**src/rtl/mm_axi_lite_master.sv**
```systemverilog
// mm_axi_lite_master: single-outstanding AXI4-Lite initiator fed by a cmd/rsp valid-ready port pair
module mm_axi_lite_master #(
  parameter int C_M0_axi_DATA_WIDTH = 32,
  parameter int C_M0_axi_ADDR_WIDTH = 4
) (
  input  logic                               M0_axi_aclk,
  input  logic                               M0_axi_aresetn,
  input  logic                               cmd_valid,
  output logic                               cmd_ready,
  input  logic                               cmd_write,
  input  logic [C_M0_axi_ADDR_WIDTH-1:0]     cmd_addr,
  input  logic [C_M0_axi_DATA_WIDTH-1:0]     cmd_wdata,
  input  logic [C_M0_axi_DATA_WIDTH/8-1:0]   cmd_wstrb,
  output logic                               rsp_valid,
  input  logic                               rsp_ready,
  output logic [C_M0_axi_DATA_WIDTH-1:0]     rsp_rdata,
  output logic [1:0]                         rsp_resp,
  output logic [C_M0_axi_ADDR_WIDTH-1:0]     M0_axi_awaddr,
  output logic [2:0]                         M0_axi_awprot,
  output logic                               M0_axi_awvalid,
  input  logic                               M0_axi_awready,
  output logic [C_M0_axi_DATA_WIDTH-1:0]     M0_axi_wdata,
  output logic [C_M0_axi_DATA_WIDTH/8-1:0]   M0_axi_wstrb,
  output logic                               M0_axi_wvalid,
  input  logic                               M0_axi_wready,
  input  logic [1:0]                         M0_axi_bresp,
  input  logic                               M0_axi_bvalid,
  output logic                               M0_axi_bready,
  output logic [C_M0_axi_ADDR_WIDTH-1:0]     M0_axi_araddr,
  output logic [2:0]                         M0_axi_arprot,
  output logic                               M0_axi_arvalid,
  input  logic                               M0_axi_arready,
  input  logic [C_M0_axi_DATA_WIDTH-1:0]     M0_axi_rdata,
  input  logic [1:0]                         M0_axi_rresp,
  input  logic                               M0_axi_rvalid,
  output logic                               M0_axi_rready
);
  typedef enum logic [2:0] {IDLE, WADDR, WRESP, RADDR, RDATA, RSP} state_t;
  state_t state, state_nxt;
  logic accept;
  assign accept = cmd_valid & cmd_ready;
  assign M0_axi_awprot = 3'b000;
  assign M0_axi_arprot = 3'b000;
  // state register
  always_ff @(posedge M0_axi_aclk or negedge M0_axi_aresetn) begin
    if (!M0_axi_aresetn) state <= IDLE;
    else state <= state_nxt;
  end
  // next state: the write phase ends once both AW and W have handshaken, in either order or together
  always_comb begin
    state_nxt = state;
    case (state)
      IDLE:    state_nxt = cmd_valid ? (cmd_write ? WADDR : RADDR) : IDLE;
      WADDR:   state_nxt = ((!M0_axi_awvalid || M0_axi_awready) && (!M0_axi_wvalid || M0_axi_wready)) ? WRESP : WADDR;
      WRESP:   state_nxt = M0_axi_bvalid ? RSP : WRESP;
      RADDR:   state_nxt = M0_axi_arready ? RDATA : RADDR;
      RDATA:   state_nxt = M0_axi_rvalid ? RSP : RDATA;
      RSP:     state_nxt = rsp_ready ? IDLE : RSP;
      default: state_nxt = IDLE;
    endcase
  end
  // state-decoded handshake outputs
  always_comb begin
    cmd_ready     = state == IDLE;
    M0_axi_bready = state == WRESP;
    M0_axi_rready = state == RDATA;
    rsp_valid     = state == RSP;
  end
  // request channels: loaded on acceptance, each valid drops on its own handshake
  always_ff @(posedge M0_axi_aclk or negedge M0_axi_aresetn) begin
    if (!M0_axi_aresetn) begin
      M0_axi_awvalid <= 1'b0;
      M0_axi_wvalid  <= 1'b0;
      M0_axi_arvalid <= 1'b0;
      M0_axi_awaddr  <= '0;
      M0_axi_wdata   <= '0;
      M0_axi_wstrb   <= '0;
      M0_axi_araddr  <= '0;
    end else begin
      if (accept && cmd_write) begin
        M0_axi_awvalid <= 1'b1;
        M0_axi_wvalid  <= 1'b1;
        M0_axi_awaddr  <= cmd_addr;
        M0_axi_wdata   <= cmd_wdata;
        M0_axi_wstrb   <= cmd_wstrb;
      end else begin
        if (M0_axi_awready) M0_axi_awvalid <= 1'b0;
        if (M0_axi_wready) M0_axi_wvalid <= 1'b0;
      end
      if (accept && !cmd_write) begin
        M0_axi_arvalid <= 1'b1;
        M0_axi_araddr  <= cmd_addr;
      end else if (M0_axi_arready) begin
        M0_axi_arvalid <= 1'b0;
      end
    end
  end
  // response capture: B and R are only looked at in the state that expects them
  always_ff @(posedge M0_axi_aclk or negedge M0_axi_aresetn) begin
    if (!M0_axi_aresetn) begin
      rsp_rdata <= '0;
      rsp_resp  <= 2'b00;
    end else if (state == WRESP && M0_axi_bvalid) begin
      rsp_rdata <= '0;
      rsp_resp  <= M0_axi_bresp;
    end else if (state == RDATA && M0_axi_rvalid) begin
      rsp_rdata <= M0_axi_rdata;
      rsp_resp  <= M0_axi_rresp;
    end
  end
endmodule

```
**config.mk**
```make
export PLATFORM = sky130hd
export DESIGN_NAME = mm_axi_lite_master
export DESIGN_NICKNAME = d
export VERILOG_FILES = /design/src/rtl/mm_axi_lite_master.sv
export SDC_FILE = /design/constraint.sdc
export NUM_CORES = 1
export LEC_CHECK = 0
export ABC_AREA = 0
export BUFFER_PORTS_ARGS = -buffer_cell sky130_fd_sc_hd__clkbuf_2
export CORE_MARGIN = 5
export CORE_UTILIZATION = 28
export CTS_CLUSTER_SIZE = 40
export DETAILED_ROUTE_END_ITERATION = 12
export PLACE_DENSITY_LB_ADDON = 0.3
export SLEW_MARGIN = 0
export SYNTH_ARGS = -nofsm -noshare
export SYNTH_HDL_FRONTEND = slang
export SYNTH_SLANG_ARGS = --single-unit
```
**constraint.sdc**
```tcl
create_clock -name M0_axi_aclk -period 1.55 [get_ports M0_axi_aclk]
set_input_delay 0.0775 -clock M0_axi_aclk [delete_from_list [all_inputs] [get_ports M0_axi_aclk]]
set_output_delay 0.0775 -clock M0_axi_aclk [all_outputs]
set_load 0.005 [all_outputs]
```
==> results.txt <==
basic-gate share of the synthesized area counting and, or, nand and nor cells: 5.43%
summed area of non-filler cells in the final layout: 5710 um^2
Distinct cells, synth: 31
Area Overhead vs Synth: 62.9%
Yosys Warn Count: 0
I/O pins: 177
placement-stage worst setup slack: -58.6 ps
Maximum Capacitance Violations: 0
combinational family with the most area after synthesis: multiplexers
All-Layer GR Usage: 13.1%
post-synthesis sequential area ratio: 60.0%
max-slew violation count: 0
drc violations: 0
vias in the first global route: 2974
outcome: finished with violations
CP startpoint kind: flip-flop
layout cell share with drive strength beyond 1: 57.6%
peak ir drop on the vdd network: 711 uV
violations in the final reports: negative setup slack
number of search-and-repair iterations in the first detailed-routing pass: 4
nature of the critical path endpoint: flip-flop
proportion of register bits with asynchronous set or reset after synthesis: 100%
worst-case clock skew: 4.32 ps
class of the most critical hold timing path: input port to flip-flop
post-layout total power: 9820 uW
setup repair after global routing missed its margin: true
number of enable-type register cells in the synthesized netlist: 0
y dimension of the die: 122 um
maximum fanout along the worst path: 29
count of input and output buffers: 170
wire length of the first global-routing pass: 15.2 mm
data arrival time of the critical path: 1790 ps
CTS sink count: 84
initial core utilization: 28.8%
initial antenna violation count: 0
setup slack after layout: -35.4 ps
multi-input combinational cell area: 1250 um^2
power density of the placed cells: 1720 nW/um^2
detail-routed via count per cell: 4.26
detail-routed net length per standard cell: 15.3 um
clock tree root buffer cell: clkbuf_16
largest net degree at the start of global routing: 44
global route total overflow: 0
area used by sequential logic in the layout: 2100 um^2
horizontal die dimension: 122 um
mux cell area share after synthesis: 18.5%
FP Rows: 40
final setup fails: 43
clock transition at the register clock pins on the worst setup and hold paths after CTS: 60 ps
total number of H-tree levels: 3
area of the core region: 12200 um^2
parity-gate share of the synthesized area counting xor and xnor cells: 0%
commonest register cell after synthesis: dfrtp_1
flops & latches, synth: 84
post-detail-place hpwl: 6.52 mm
Worst EP required: 1760 ps
number of diodes added for antenna fixing: 0
count of mapped cells out of synthesis: 217
Pleak: 0.00305 uW
Setup Crit Path Kind: flip-flop to flip-flop
netlist area before placement: 3500 um^2
clock latency at the later pin of the worst-skew pair: 330 ps
final critical-path share of the clock period: 102%
placement-stage cell area: 4550 um^2
iteration-0 DRC count of the detailed router: 126
via count: 2767
TritonCTS clock tree: done
fill count: 1062
post-synthesis share of cell area spent on full adders, half adders and majority gates: 0%
clock tree buffer depth: 2
placer congestion estimate: 0.700
number of nets in the finished design: 564
Detail Route Antenna Nets: 0
area of the die: 14800 um^2
average footprint of a synthesized cell: 16.1 um^2
aggregate routed wire length: 9.91 mm
post-layout utilization of the core: 46.9%
complex-gate fraction of the synthesized area: 10.4%
time the final worst path needs with I/O delays and setup: 1590 ps
Fin. Hold Viols: 0
Max Fclk: 0.631 GHz
clock buffer count from CTS: 9
[logic make-up after synthesis]
family / Yosys count
other cells: 1
mux: 45
compound gates: 40
buf+inv: 23
flops: 84
simple gates: 24
[power by group]
group | leakage [uW] | switching (uW) | total [uW] | internal [uW]
clock network | 0.000131 | 783 | 1890 | 1100
logic | 0.00187 | 1470 | 4020 | 2550
registers | 0.00105 | 653 | 3910 | 3260
total | 0.00305 | 2900 | 9820 | 6920
[final cells by class]
class	count	area share, %
inverters	2	0.132
clock inverters	3	0.263
flip-flops and latches	84	36.9
well taps	168	3.68
multi-input cells	115	22.0
clock buffers	11	4.25
repair buffers	266	32.9
[critical path: stages, from the launching register on]
cell and delay, ps:
dfrtp_1 430, nor4b_4 360, nand2_2 130, buf_12 190, mux2_4 320
[state kept, by name, indices dropped and copies added (netlist names)]
register / count
rsp_resp: 2
state: 3
M0_axi_wdata: 32
rsp_rdata: 32
M0_axi_wvalid: 1
M0_axi_awvalid: 1
M0_axi_arvalid: 1
M0_axi_araddr: 4
M0_axi_wstrb: 4
M0_axi_awaddr: 4
[cells in the final DEF (no fill, tap or decap), drive strengths merged]
cell type    netlist  layout
a2111oi            1       1
a21o               3       3
a21oi              1       1
a22o              34      34
and4               1       1
and4bb             2       2
buf               21      21
bufbuf             0       1
clkbuf             0     182
clkinv             0       3
conb               1       6
dfrtp             84      84
dlygate4sd3        0      73
inv                2       2
mux2              44      44
mux2i              1       1
nand2              4       4
nand2b             3       3
nand4bb            1       1
nor2               4       4
nor2b              1       1
nor3               3       3
nor3b              2       2
nor4b              1       1
nor4bb             1       1
o21ai              1       1
or4                1       1
[metal layers]
layer | track usage (%) | part of all wire, %
met1 | 16.0 | 41
met2 | 21.7 | 50
met3 | 4.69 | 8.0
met4 | 3.92 | 1.4
met5 | 0 | 0
[what timing repair did]
action | in CTS | in global routing
endpoints found under the setup margin | 78 | 81
pin swaps | 2 | 2
buffers inserted | 4 | 2
cloned | 1 | 2
resized for setup | 6 | 5
endpoints found under the hold margin | 104 | 1
hold buffers | 72 | 1
[stage by stage]
stage	TNS (ps)	hold slack (ps)	cells
floorplan	0	-218	222
global placement	-63.4	15.8	553
detailed placement	-2070	21.5	553
CTS	-848	0.300	644
global route	-2710	43.9	649
finish	-815	37.8	649
[path summary, 6_finish.rpt]
path	startpoint	end	slack [ps]	cells after the start
max reg2reg	state[2]$_DFF_PN0_	M0_axi_wdata[23]$_DFFE_PN0P_	-40	4
min	M0_axi_arready	M0_axi_arvalid$_DFFE_PN0P_	40	3
max	state[2]$_DFF_PN0_	M0_axi_wdata[23]$_DFFE_PN0P_	-40	4
min reg2reg	rsp_resp[0]$_DFFE_PN0P_	rsp_resp[0]$_DFFE_PN0P_	490	1
max in group asynchronous	M0_axi_aresetn	M0_axi_wdata[30]$_DFFE_PN0P_	790	3
min in group asynchronous	M0_axi_aresetn	rsp_rdata[14]$_DFFE_PN0P_	210	2
[cells in the mapped netlist (2+ instances only)]
cell type | instances | area, um^2
nand2b_1 | 3 | 18.8
buf_4 | 9 | 67.6
nand2_1 | 3 | 11.3
nor3_1 | 3 | 15.0
nor2_1 | 3 | 11.3
inv_1 | 2 | 7.51
mux2_4 | 38 | 571
buf_8 | 3 | 45.0
a22o_2 | 19 | 190
mux2_2 | 6 | 67.6
a21o_1 | 3 | 22.5
dfrtp_1 | 84 | 2100
buf_2 | 4 | 20.0
buf_6 | 5 | 56.3
a22o_1 | 15 | 131
nor3b_1 | 2 | 15.0
Note: power is estimated with default switching activity, not from simulation.
